$ cat src/rtl/ysyx_idu_iq.sv
// Decode-side instruction queue with scoreboard/forwarding issue gate.
// Optional feature: define YSYX_IDU_IQ_BYPASS_EN to present an empty queue's incoming entry combinationally.
module ysyx_idu_iq #(
    parameter int BIT_W  = 32,
    parameter int DEPTH  = 4,
    parameter int FWD_N  = 2,
    parameter int RIDX_W = 4
) (
    input  logic                    clk,
    input  logic                    rst,
    input  logic                    prev_valid,
    input  logic [31:0]             inst,
    input  logic [BIT_W-1:0]        pc,
    input  logic                    speculation,
    output logic                    ready_o,
    input  logic                    flush,
    input  logic [(1<<RIDX_W)-1:0]  rf_table,
    input  logic [FWD_N-1:0]        fwd_valid,
    input  logic [FWD_N*RIDX_W-1:0] fwd_rd,
    input  logic [FWD_N*BIT_W-1:0]  fwd_data,
    output logic [RIDX_W-1:0]       rs1_o,
    output logic [RIDX_W-1:0]       rs2_o,
    input  logic [BIT_W-1:0]        rdata1,
    input  logic [BIT_W-1:0]        rdata2,
    output logic                    valid_o,
    input  logic                    next_ready,
    output logic [31:0]             inst_o,
    output logic [BIT_W-1:0]        pc_o,
    output logic                    speculation_o,
    output logic [BIT_W-1:0]        rs1v_o,
    output logic [BIT_W-1:0]        rs2v_o,
    output logic [$clog2(DEPTH):0]  count_o,
    output logic [31:0]             stall_cnt_o
);
    localparam int PTR_W = $clog2(DEPTH);
    localparam int CNT_W = PTR_W + 1;

    localparam logic [6:0] OP_LUI   = 7'b0110111;
    localparam logic [6:0] OP_AUIPC = 7'b0010111;
    localparam logic [6:0] OP_JAL   = 7'b1101111;
    localparam logic [6:0] OP_B     = 7'b1100011;
    localparam logic [6:0] OP_S     = 7'b0100011;
    localparam logic [6:0] OP_R     = 7'b0110011;

    function automatic logic fwd_hit(input logic [RIDX_W-1:0] idx);
        logic hit;
        hit = 1'b0;
        for (int k = 0; k < FWD_N; k++)
            if (fwd_valid[k] && fwd_rd[k*RIDX_W +: RIDX_W] == idx) hit = 1'b1;
        return hit;
    endfunction

    // Walk channels high to low so the lowest-index match is the one that sticks.
    function automatic logic [BIT_W-1:0] resolve(input logic [RIDX_W-1:0] idx,
                                                 input logic [BIT_W-1:0]  rdata);
        logic [BIT_W-1:0] r;
        r = rdata;
        for (int k = FWD_N - 1; k >= 0; k--)
            if (fwd_valid[k] && fwd_rd[k*RIDX_W +: RIDX_W] == idx) r = fwd_data[k*BIT_W +: BIT_W];
        return (idx == '0) ? '0 : r;
    endfunction

    function automatic logic [31:0] sat_inc(input logic [31:0] v);
        return (v == '1) ? v : v + 32'd1;
    endfunction

    logic [31:0]      inst_mem [DEPTH];
    logic [BIT_W-1:0] pc_mem   [DEPTH];
    logic [DEPTH-1:0] spec_mem;
    logic [PTR_W-1:0] head, tail;
    logic [CNT_W-1:0] count;
    logic [31:0]      stall_cnt;

    logic             bypass, present, hazard, fire, enq, deq;
    logic             busy1, busy2, uses_rs2, no_src;
    logic [31:0]      cur_inst;
    logic [BIT_W-1:0] cur_pc;
    logic             cur_spec;
    logic [6:0]       opcode;

`ifdef YSYX_IDU_IQ_BYPASS_EN
    assign bypass = (count == '0) && prev_valid;
`else
    assign bypass = 1'b0;
`endif

    assign present = (count != '0) || bypass;

    always_comb begin
        cur_inst = '0;
        cur_pc   = '0;
        cur_spec = 1'b0;
        if (bypass) begin
            cur_inst = inst;
            cur_pc   = pc;
            cur_spec = speculation;
        end else if (count != '0) begin
            cur_inst = inst_mem[head];
            cur_pc   = pc_mem[head];
            cur_spec = spec_mem[head];
        end
    end

    assign opcode   = cur_inst[6:0];
    assign rs1_o    = cur_inst[15 +: RIDX_W];
    assign rs2_o    = cur_inst[20 +: RIDX_W];
    assign no_src   = (opcode == OP_LUI) || (opcode == OP_AUIPC) || (opcode == OP_JAL);
    assign uses_rs2 = (opcode == OP_B) || (opcode == OP_S) || (opcode == OP_R);
    assign busy1    = (rs1_o != '0) && rf_table[rs1_o] && !fwd_hit(rs1_o);
    assign busy2    = (rs2_o != '0) && rf_table[rs2_o] && !fwd_hit(rs2_o);
    assign hazard   = present && !no_src && (busy1 || (uses_rs2 && busy2));

    assign valid_o       = present && !hazard;
    assign ready_o       = (count != CNT_W'(DEPTH));
    assign fire          = valid_o && next_ready;
    assign deq           = fire && (count != '0);
    // A bypassed instruction the decoder takes this cycle never lands in storage.
    assign enq           = prev_valid && ready_o && !(fire && bypass);

    assign inst_o        = cur_inst;
    assign pc_o          = cur_pc;
    assign speculation_o = cur_spec;
    assign rs1v_o        = resolve(rs1_o, rdata1);
    assign rs2v_o        = resolve(rs2_o, rdata2);
    assign count_o       = count;
    assign stall_cnt_o   = stall_cnt;

    always_ff @(posedge clk) begin
        if (enq) begin
            inst_mem[tail] <= inst;
            pc_mem[tail]   <= pc;
            spec_mem[tail] <= speculation;
        end
    end

    always_ff @(posedge clk) begin
        if (rst || flush) begin
            head  <= '0;
            tail  <= '0;
            count <= '0;
        end else begin
            if (enq) tail <= tail + PTR_W'(1);
            if (deq) head <= head + PTR_W'(1);
            case ({enq, deq})
                2'b10:   count <= count + CNT_W'(1);
                2'b01:   count <= count - CNT_W'(1);
                default: count <= count;
            endcase
        end
    end

    always_ff @(posedge clk) begin
        if (rst)         stall_cnt <= '0;
        else if (hazard) stall_cnt <= sat_inc(stall_cnt);
    end
endmodule
$ cat config.mk
export PLATFORM = sky130hd
export DESIGN_NAME = ysyx_idu_iq
export DESIGN_NICKNAME = d
export VERILOG_FILES = /design/src/rtl/ysyx_idu_iq.sv
export SDC_FILE = /design/constraint.sdc
export NUM_CORES = 1
export LEC_CHECK = 0
export ABC_AREA = 0
export ABC_CLOCK_PERIOD_IN_PS = 7000
export CORE_MARGIN = 4
export CORE_UTILIZATION = 53
export DETAILED_ROUTE_END_ITERATION = 8
export GPL_TIMING_DRIVEN = 0
export PLACE_DENSITY = 0.95
export SYNTH_ARGS = -nofsm -noshare
export SYNTH_HDL_FRONTEND = slang
export SYNTH_SLANG_ARGS = --single-unit
$ cat constraint.sdc
create_clock -name clk -period 7 [get_ports clk]
set_input_delay 1.05 -clock clk [delete_from_list [all_inputs] [get_ports clk]]
set_output_delay 1.05 -clock clk [all_outputs]
set_load 0.03 [all_outputs]
---- Word level (Yosys, flattened, before mapping) ----
Memory sizes are Yosys's and may differ from the RTL's. A register that Yosys moved wholly into a read port is not among the register bits.
Index checks and enable logic that the tools add are counted.
storage, ports and cells
  output and inout port bits .............. 174
  word-level logic and storage cells ...... 94
  RAM bits ................................ 256
  register bits after elaboration ......... 43
  memories ................................ 2
memories
  name      depth  bits a word  rd ports  clocked after Yosys merged registers in  write ports  line  RTL
  inst_mem  4      32           1         1                                        1            67    logic [31:0] inst_mem [DEPTH];
  pc_mem    4      32           1         1                                        1            68    logic [BIT_W-1:0] pc_mem [DEPTH];
cells by class
  mux-type cells .......................... 29
  equal/unequal tests ..................... 14
  bitwise gates (word level) .............. 1
  reductions and logical operators ........ 33
  add/sub/neg operators ................... 5
  $lt $le $gt $ge ......................... 5
operators by type and width
  kind                   count
  $mux 32                8
  $add 32x1->32 const B  1
  $eq 32x32->1 const B   1
  $eq 7x6->1 const B     3
  $eq 4x4->1             4
  $logic_and 1x1->1      16
  $eq 7x7->1 const B     2
  $mux 1                 11
  $lt 4x5->1 const B     2
  $bmux 1 s4             2
  $logic_not 4->1        2
  $mux 2                 4
  $reduce_bool 4->1      2
  $eq 7x5->1 const B     1
  $logic_or 1x1->1       6
  $lt 2x3->1 const B     2
  $pmux 3 s2             1
  $add 2x1->2 const B    2
  $bwmux 4               1
  $logic_not 1->1        4
  $add 3x1->3 const B    1
  $ne 3x3->1 const B     1
  $reduce_bool 3->1      1
  $sub 3x1->3 const B    1
  other kinds (8)        8

---- Logic depth before layout (Yosys ltp) ----
Gate-level depths: netlist of the first run.
  word-level depth ........................ 17
  depth in mapped cells ................... 16
  mapped depth without buffers ............ 13

---- Worst setup path before layout of the first run ----
Ideal clock, no wire load.
  path kind ............................... register to output
  from .................................... register with a tool-made name
  to ...................................... output port rs2v_o[10]
  path buffers ............................ 3
  path slack .............................. 2.683 ns
  stages on the path, launching flop included .. 10
  arrival time ............................ 3.267 ns
  cells stage by stage .................... dfxtp_1 -> buf_6 -> mux4_2 -> and2_1 -> and3_1 -> o221ai_1 -> clkbuf_1 -> clkbuf_1 -> nor2_1 -> a211oi_1
RTL lines
  what           line  RTL
  end, declared  31    output logic [BIT_W-1:0] rs2v_o,

==> results.yml, run 1 <==
place:
  gp_congestion: 0.953
  port_buffers: 397
  dpl_cell_area_um2: 19100
  dp_hpwl_mm: 35.9
power:
  p_leak_nw: 6.96
  p_int_mw: 3.19
  seqPwrFrac_pct: 47.5
  pwr-share-clk_pct: 36.1
  swShare_pct: 24.7
  powerDensity_nw_per_um2: 211
  peakVddDrop_uv: 244
  pwr-share-comb_pct: 16.4
  power_switching_mw: 1.04
  total_power_mw: 4.23
synth:
  synth_seq_area_share_pct: 59.4
  synth_nets: 1279
  syn_area_um2: 14500
  synth.distinct_cells: 67
  avgSynthCellArea_um2: 13.9
  synth_top_area_cell: "edfxtp_1"
  ys_async_sr_fraction_pct: 0
  synth-edff-count: 260
  yosys_warnings: 0
  yosys-top-cells-area: "edfxtp_1 (54%), mux4_2 (10%), dfxtp_1 (5.6%), mux2i_1 (5.4%), a211oi_1 (3.3%)"
  synth_top_area_share_pct: 53.7
  ys_seq_elements: 301
  netlist_instances: 1048
  yosys_most_used_dff: "edfxtp_1"
drt:
  drt-initial-drc-count: 907
  wire_per_inst_um: 26.0
  postRouteAntennaNets: 0
  route.detailed.drc: 0
  avgViaCountPerCell: 6.10
  vias: 11300
  dr.pass1.iters: 6
  wirelength_mm: 48.1
floorplan:
  fp-row-count: 60
  dieArea_um2: 30100
  die_x_um: 174
  initial_core_util_pct: 53.9
  core_area_um2: 27000
  io_pins: 398
  die_h_um: 174
grt:
  grt_pass1_wl_mm: 71.6
  overflow: 0
  antenna_found_initial: 12
  grt_use_total_pct: 30.8
  grt_pass1_vias: 11552
  grt_max_degree: 52
clock_tree:
  clkLatencyLatePin_ns: 0.55
  cts_sinks: 301
  ctsHoldBuffers: 0
  clk_pin_slew_ns: 0.07
  cts_setup_buffers: 0
  htreeDepth: 1
  numCtsBuffers: 30
  cts_root_buffer: "clkbuf_16"
  ctsLongestPathBuffers: 3
  cts_resized: 0
  cts_tree: "done"
timing:
  relSlewSlack_pct: 25.2
  setup_violations: 0
  worstMarginPinSlew_ns: 1.11
  setup_tns_ns: 0
  fin_skew_ns: 0.0156
  min_period_over_period_pct: 92.2
  drv_slew: 0
  fmax_ghz: 0.155
  rsz0062_at_grt: "false"
  hold_viol_final: 0
  period_needed_ns: 6.46
critical_path:
  cp-start-kind: "flip-flop"
  critPathSlowestCell: "a211oi_1"
  cp_slowest_stage_delay_ns: 0.88
  path_cells: "buf_2 > buf_2 > buf_2 > mux2_2 > o221ai_1 > o21ai_0 > o2111ai_1 > clkbuf_1 > mux2i_1 > a211oi_1 > clkdlybuf4s50_1"
  cp-end-kind: "output port"
  required_ns: 5.95
  crit_arrival_ns: 5.41
  path_max_fanout: 10
  crit_top_cell: "buf_2"
  crit_type: "flip-flop to output port"
cells_and_area:
  fin_area_um2: 20000
  seq_area_um2: 8630
  fin_nets: 1712
  nFillCells: 1763
  multi_input_area_um2: 5470
  drive_gt1_share_pct: 11.6
  utilization_pct: 74.3
  area_growth_pct: 37.8
job:
  cap_viol_max_count: 0
hold_path:
  hp-class: "flip-flop to flip-flop"
outcome:
  status: "finished, final reports clean"
==> registers in the layout, summed over array words and instances (netlist names), named ones only <==
register     flops
head             2
pc_mem         128
count_o          3
inst_mem       128
spec_mem         4
stall_cnt_o     32
tail             2
==> through the flow <==
step,instances,hold WS [ns],worst slack [ns]
final,1853,0.532,0.543
after CTS,1844,0.523,0.505
after global routing,1852,0.545,0.320
after floorplan,1048,0.469,2.68
after global placement,1786,0.486,0.840
after detailed placement,1790,0.512,0.873
==> path summary, 6_finish.rpt <==
path / startpoint / end / slack, ns / depth (start not counted)
max: flip-flop / rs1v_o[29] / 0.54 / 11
min: stall_cnt_o[12]$_SDFFE_PP0P_ / stall_cnt_o[12]$_SDFFE_PP0P_ / 0.53 / 2
max reg2reg: flip-flop / count_o[2]$_SDFFE_PP0P_ / 2.47 / 15
min reg2reg: stall_cnt_o[12]$_SDFFE_PP0P_ / stall_cnt_o[12]$_SDFFE_PP0P_ / 0.53 / 2
==> metal layers <==
metal  routed length, µm  track usage (%)
met1               17000             35.7
met2               24100             53.2
met3                4720             9.90
met4                2290             12.8
met5                  55                0
==> final cells by class <==
| class | count | area share [%] |
|---|---|---|
| Timing Repair Buffer | 401 | 20.4 |
| Buffer | 81 | 1.83 |
| Clock buffer | 36 | 3.97 |
| Inverter | 25 | 0.469 |
| Clock inverter | 18 | 0.700 |
| Tap cell | 341 | 2.13 |
| Multi-Input combinational cell | 641 | 27.3 |
| Antenna cell | 9 | 0.113 |
| Sequential cell | 301 | 43.1 |
==> power by group through the flow <==
stage               clock network [mW]  logic (mW)  registers, mW
global placement                     0       0.670           2.04
finish                            1.53       0.695           2.01
global route                      1.63       0.729           2.01
floorplan                            0       0.325           2.05
detailed placement                   0       0.686           2.05
CTS                               1.55       0.692           2.01
==> critical path, delay by kind of cell, from the launching register on <==
family                 cells  cell delay, ns
muxes                      2            0.58
DFF                        1            0.30
AOI/OAI and AO/OA          4            1.60
buffers and inverters      5            2.38
==> synthesized netlist by cell type (9+ instances only) <==
cell,number
a211oi_1,64
a21oi_1,21
and2_1,67
buf_1,9
buf_2,14
clkbuf_1,48
dfxtp_1,41
edfxtp_1,260
inv_1,25
mux2_2,25
mux2i_1,78
mux4_2,66
nand2_1,25
nand3_1,18
nand4_1,10
nor2_1,102
nor2b_1,15
nor3_1,10
o21ai_0,17
or3_1,13
==> logic make-up (layout without fill, tap and decap cells) <==
kind of cell,Yosys count,count (layout),share of synthesized area (%)
buffers and inverters,106,561,3.17
other,0,9,0
AND/OR/NAND/NOR,309,309,11.2
AO/OA/AOI/OAI,147,147,7.46
XOR/XNOR,8,8,0.482
multiplexers,170,170,17.6
flip-flops,301,301,59.4
adder cells (fa/ha/maj),7,7,0.654
==> layout by cell type, fill, tap and decap left out, types with 31 or more instances in the layout <==
cell type,n
a211oi_1,64
clkbuf_16,31
mux4_2,66
and2_1,67
clkdlybuf4s50_1,397
nor2_1,102
clkbuf_1,53
dfxtp_1,41
edfxtp_1,260
mux2i_1,78
No activity file was read; power rests on OpenSTA's default activity.
==> run 2: changes to the inputs <==
--- a/config.mk
+++ b/config.mk
@@ -7,7 +7,6 @@
 export LEC_CHECK = 0
 export ABC_AREA = 0
 export ABC_CLOCK_PERIOD_IN_PS = 7000
-export CORE_MARGIN = 4
 export CORE_UTILIZATION = 53
 export DETAILED_ROUTE_END_ITERATION = 8
 export GPL_TIMING_DRIVEN = 0
==> run 2 against run 1 <==
Clock power rose by 8%. Critical path depth fell by 2. Maximum frequency rose by 0.34%. Non-clock buffer count did not move. Critical path type unchanged.
==> results.yml, run 2 (synthesis gave the netlist of run 1 again) <==
cells_and_area:
  final_common_cell: "clkdlybuf4s50_1"
  fin_nets: 1712
  area_growth_pct: 38.3
  final_cell_mix: "clkdlybuf4s50_1 (397), edfxtp_1 (260), nor2_1 (102), mux2i_1 (78), and2_1 (67)"
  drive_gt1_share_pct: 12.0
  utilization_pct: 74.6
  nFillCells: 1706
place:
  port_buffers: 397
  dp_slack_ns: 1.09
  dp_hpwl_mm: 34.2
  gp_congestion: 0.948
critical_path:
  cp-end-kind: "output port"
  timing.rr.start: "count_o[2]$_SDFFE_PP0P_"
  path_max_fanout: 10
  path_buf_inv: 3
  rr_worst_depth: 12
  crit_type: "flip-flop to output port"
  path_cells: "nor3_1 > nor2_1 > o311ai_1 > o2111ai_1 > a32oi_2 > buf_2 > clkbuf_1 > and2_1 > clkdlybuf4s50_1"
  cp-start-kind: "flip-flop"
  critPathSlowestCell: "nor3_1"
  critPathLaunch: "count_o[2]$_SDFFE_PP0P_"
  path_depth: 9
  timing.rr.end: "count_o[2]$_SDFFE_PP0P_"
  crit_arrival_ns: 5.39
  cp_slowest_stage_delay_ns: 1.08
  required_ns: 5.95
  critPathCapture: "valid_o"
  cpLargestDelayFamily: "simple AND/OR/NAND/NOR gates"
  r2r_slack_ns: 2.23
grt:
  grt_use_total_pct: 33.1
  antenna_found_initial: 14
  grt_max_degree: 50
  grt_pass1_wl_mm: 69.1
  overflow: 0
  grt_pass1_vias: 11214
clock_tree:
  clk_pin_slew_ns: 0.06
  cts_setup_buffers: 0
  ctsLongestPathBuffers: 3
  numCtsBuffers: 30
  cts_tree: "done"
  cts_sinks: 301
  clkLatencyLatePin_ns: 0.56
  htreeDepth: 1
  ctsHoldBuffers: 0
  cts_root_buffer: "clkbuf_16"
  cts_resized: 0
drt:
  vias: 11262
  postRouteAntennaNets: 0
  dr.pass1.iters: 5
  wirelength_mm: 47.3
  wire_per_inst_um: 25.5
  route.detailed.drc: 0
  drt-initial-drc-count: 1173
  avgViaCountPerCell: 6.07
power:
  powerDensity_nw_per_um2: 217
  p_leak_nw: 6.98
  peakVddDrop_uv: 271
timing:
  drv_slew: 0
  fin_skew_ns: 0.0225
  worstMarginPinSlew_ns: 1.34
  setup_violations: 0
  fmax_ghz: 0.155
  period_needed_ns: 6.44
  min_period_over_period_pct: 91.9
  setup_tns_ns: 0
  relSlewSlack_pct: 10.0
  fin_ws_ns: 0.564
  hold_viol_final: 0
  rsz0062_at_grt: "false"
floorplan:
  initial_core_util_pct: 53.9
  die_x_um: 168
  die_h_um: 168
  core_area_um2: 27000
  fp-row-count: 60
  dieArea_um2: 28100
  io_pins: 398
job:
  cap_viol_max_count: 0
hold_path:
  hp-class: "flip-flop to flip-flop"
outcome:
  status: "finished, final reports clean"
[run 2: area by class of cell]
cell class / count / area (µm²) / share of cell area, %
Buffer: 81 / 367 / 1.82
Tap cell: 341 / 427 / 2.12
Inverter: 25 / 93.8 / 0.467
Clock buffer: 36 / 773 / 3.85
Timing Repair Buffer: 401 / 4070 / 20.3
Clock inverter: 20 / 253 / 1.26
Multi-Input combinational cell: 641 / 5460 / 27.2
Sequential cell: 301 / 8630 / 42.9
Antenna cell: 9 / 22.5 / 0.112
[run 2: through the flow]
step | area [µm²] | hold WS, ns | total power, mW | instances
after floorplan | 14500 | 0.469 | 2.37 | 1048
after global placement | 18900 | 0.483 | 2.71 | 1786
after detailed placement | 19000 | 0.499 | 2.73 | 1790
after CTS | 20100 | 0.506 | 4.38 | 1846
after global routing | 20100 | 0.535 | 4.48 | 1854
final | 20100 | 0.516 | 4.37 | 1855
[run 2: worst min-delay path by stage]
stage                                       from                            to  slack [ns]  cells after the start
finish                      tail[1]$_SDFFE_PP0P_          tail[1]$_SDFFE_PP0P_        0.52                      2
global placement    stall_cnt_o[12]$_SDFFE_PP0P_  stall_cnt_o[12]$_SDFFE_PP0P_        0.48                      2
floorplan                   tail[1]$_SDFFE_PP0P_          tail[1]$_SDFFE_PP0P_        0.47                      2
global route        stall_cnt_o[12]$_SDFFE_PP0P_  stall_cnt_o[12]$_SDFFE_PP0P_        0.54                      2
CTS                 stall_cnt_o[12]$_SDFFE_PP0P_  stall_cnt_o[12]$_SDFFE_PP0P_        0.51                      2
detailed placement  stall_cnt_o[12]$_SDFFE_PP0P_  stall_cnt_o[12]$_SDFFE_PP0P_        0.50                      2
[run 2: worst min-delay path, cell delays in order, from the launching register on]
cell and delay [ns]:
dfxtp_1 0.35, nand2_1 0.07, a21oi_1 0.05
[run 2: metal layers]
layer  vias to the layer above  global-route usage (%)  wire (µm)
met1                      5571                    39.4      17200
met2                       621                    57.5      23700
met3                       109                    8.11       4260
li1                       4953                       -          -
met5                         -                       0         52
met4                         8                    14.0       2080
[run 2: power breakdown]
| part | switching, mW | total, mW | internal, mW | leakage, nW |
|---|---|---|---|---|
| sequential | 0.0154 | 2.01 | 1.99 | 2.72 |
| combinational | 0.380 | 0.696 | 0.315 | 3.78 |
| clock | 0.682 | 1.66 | 0.979 | 0.487 |
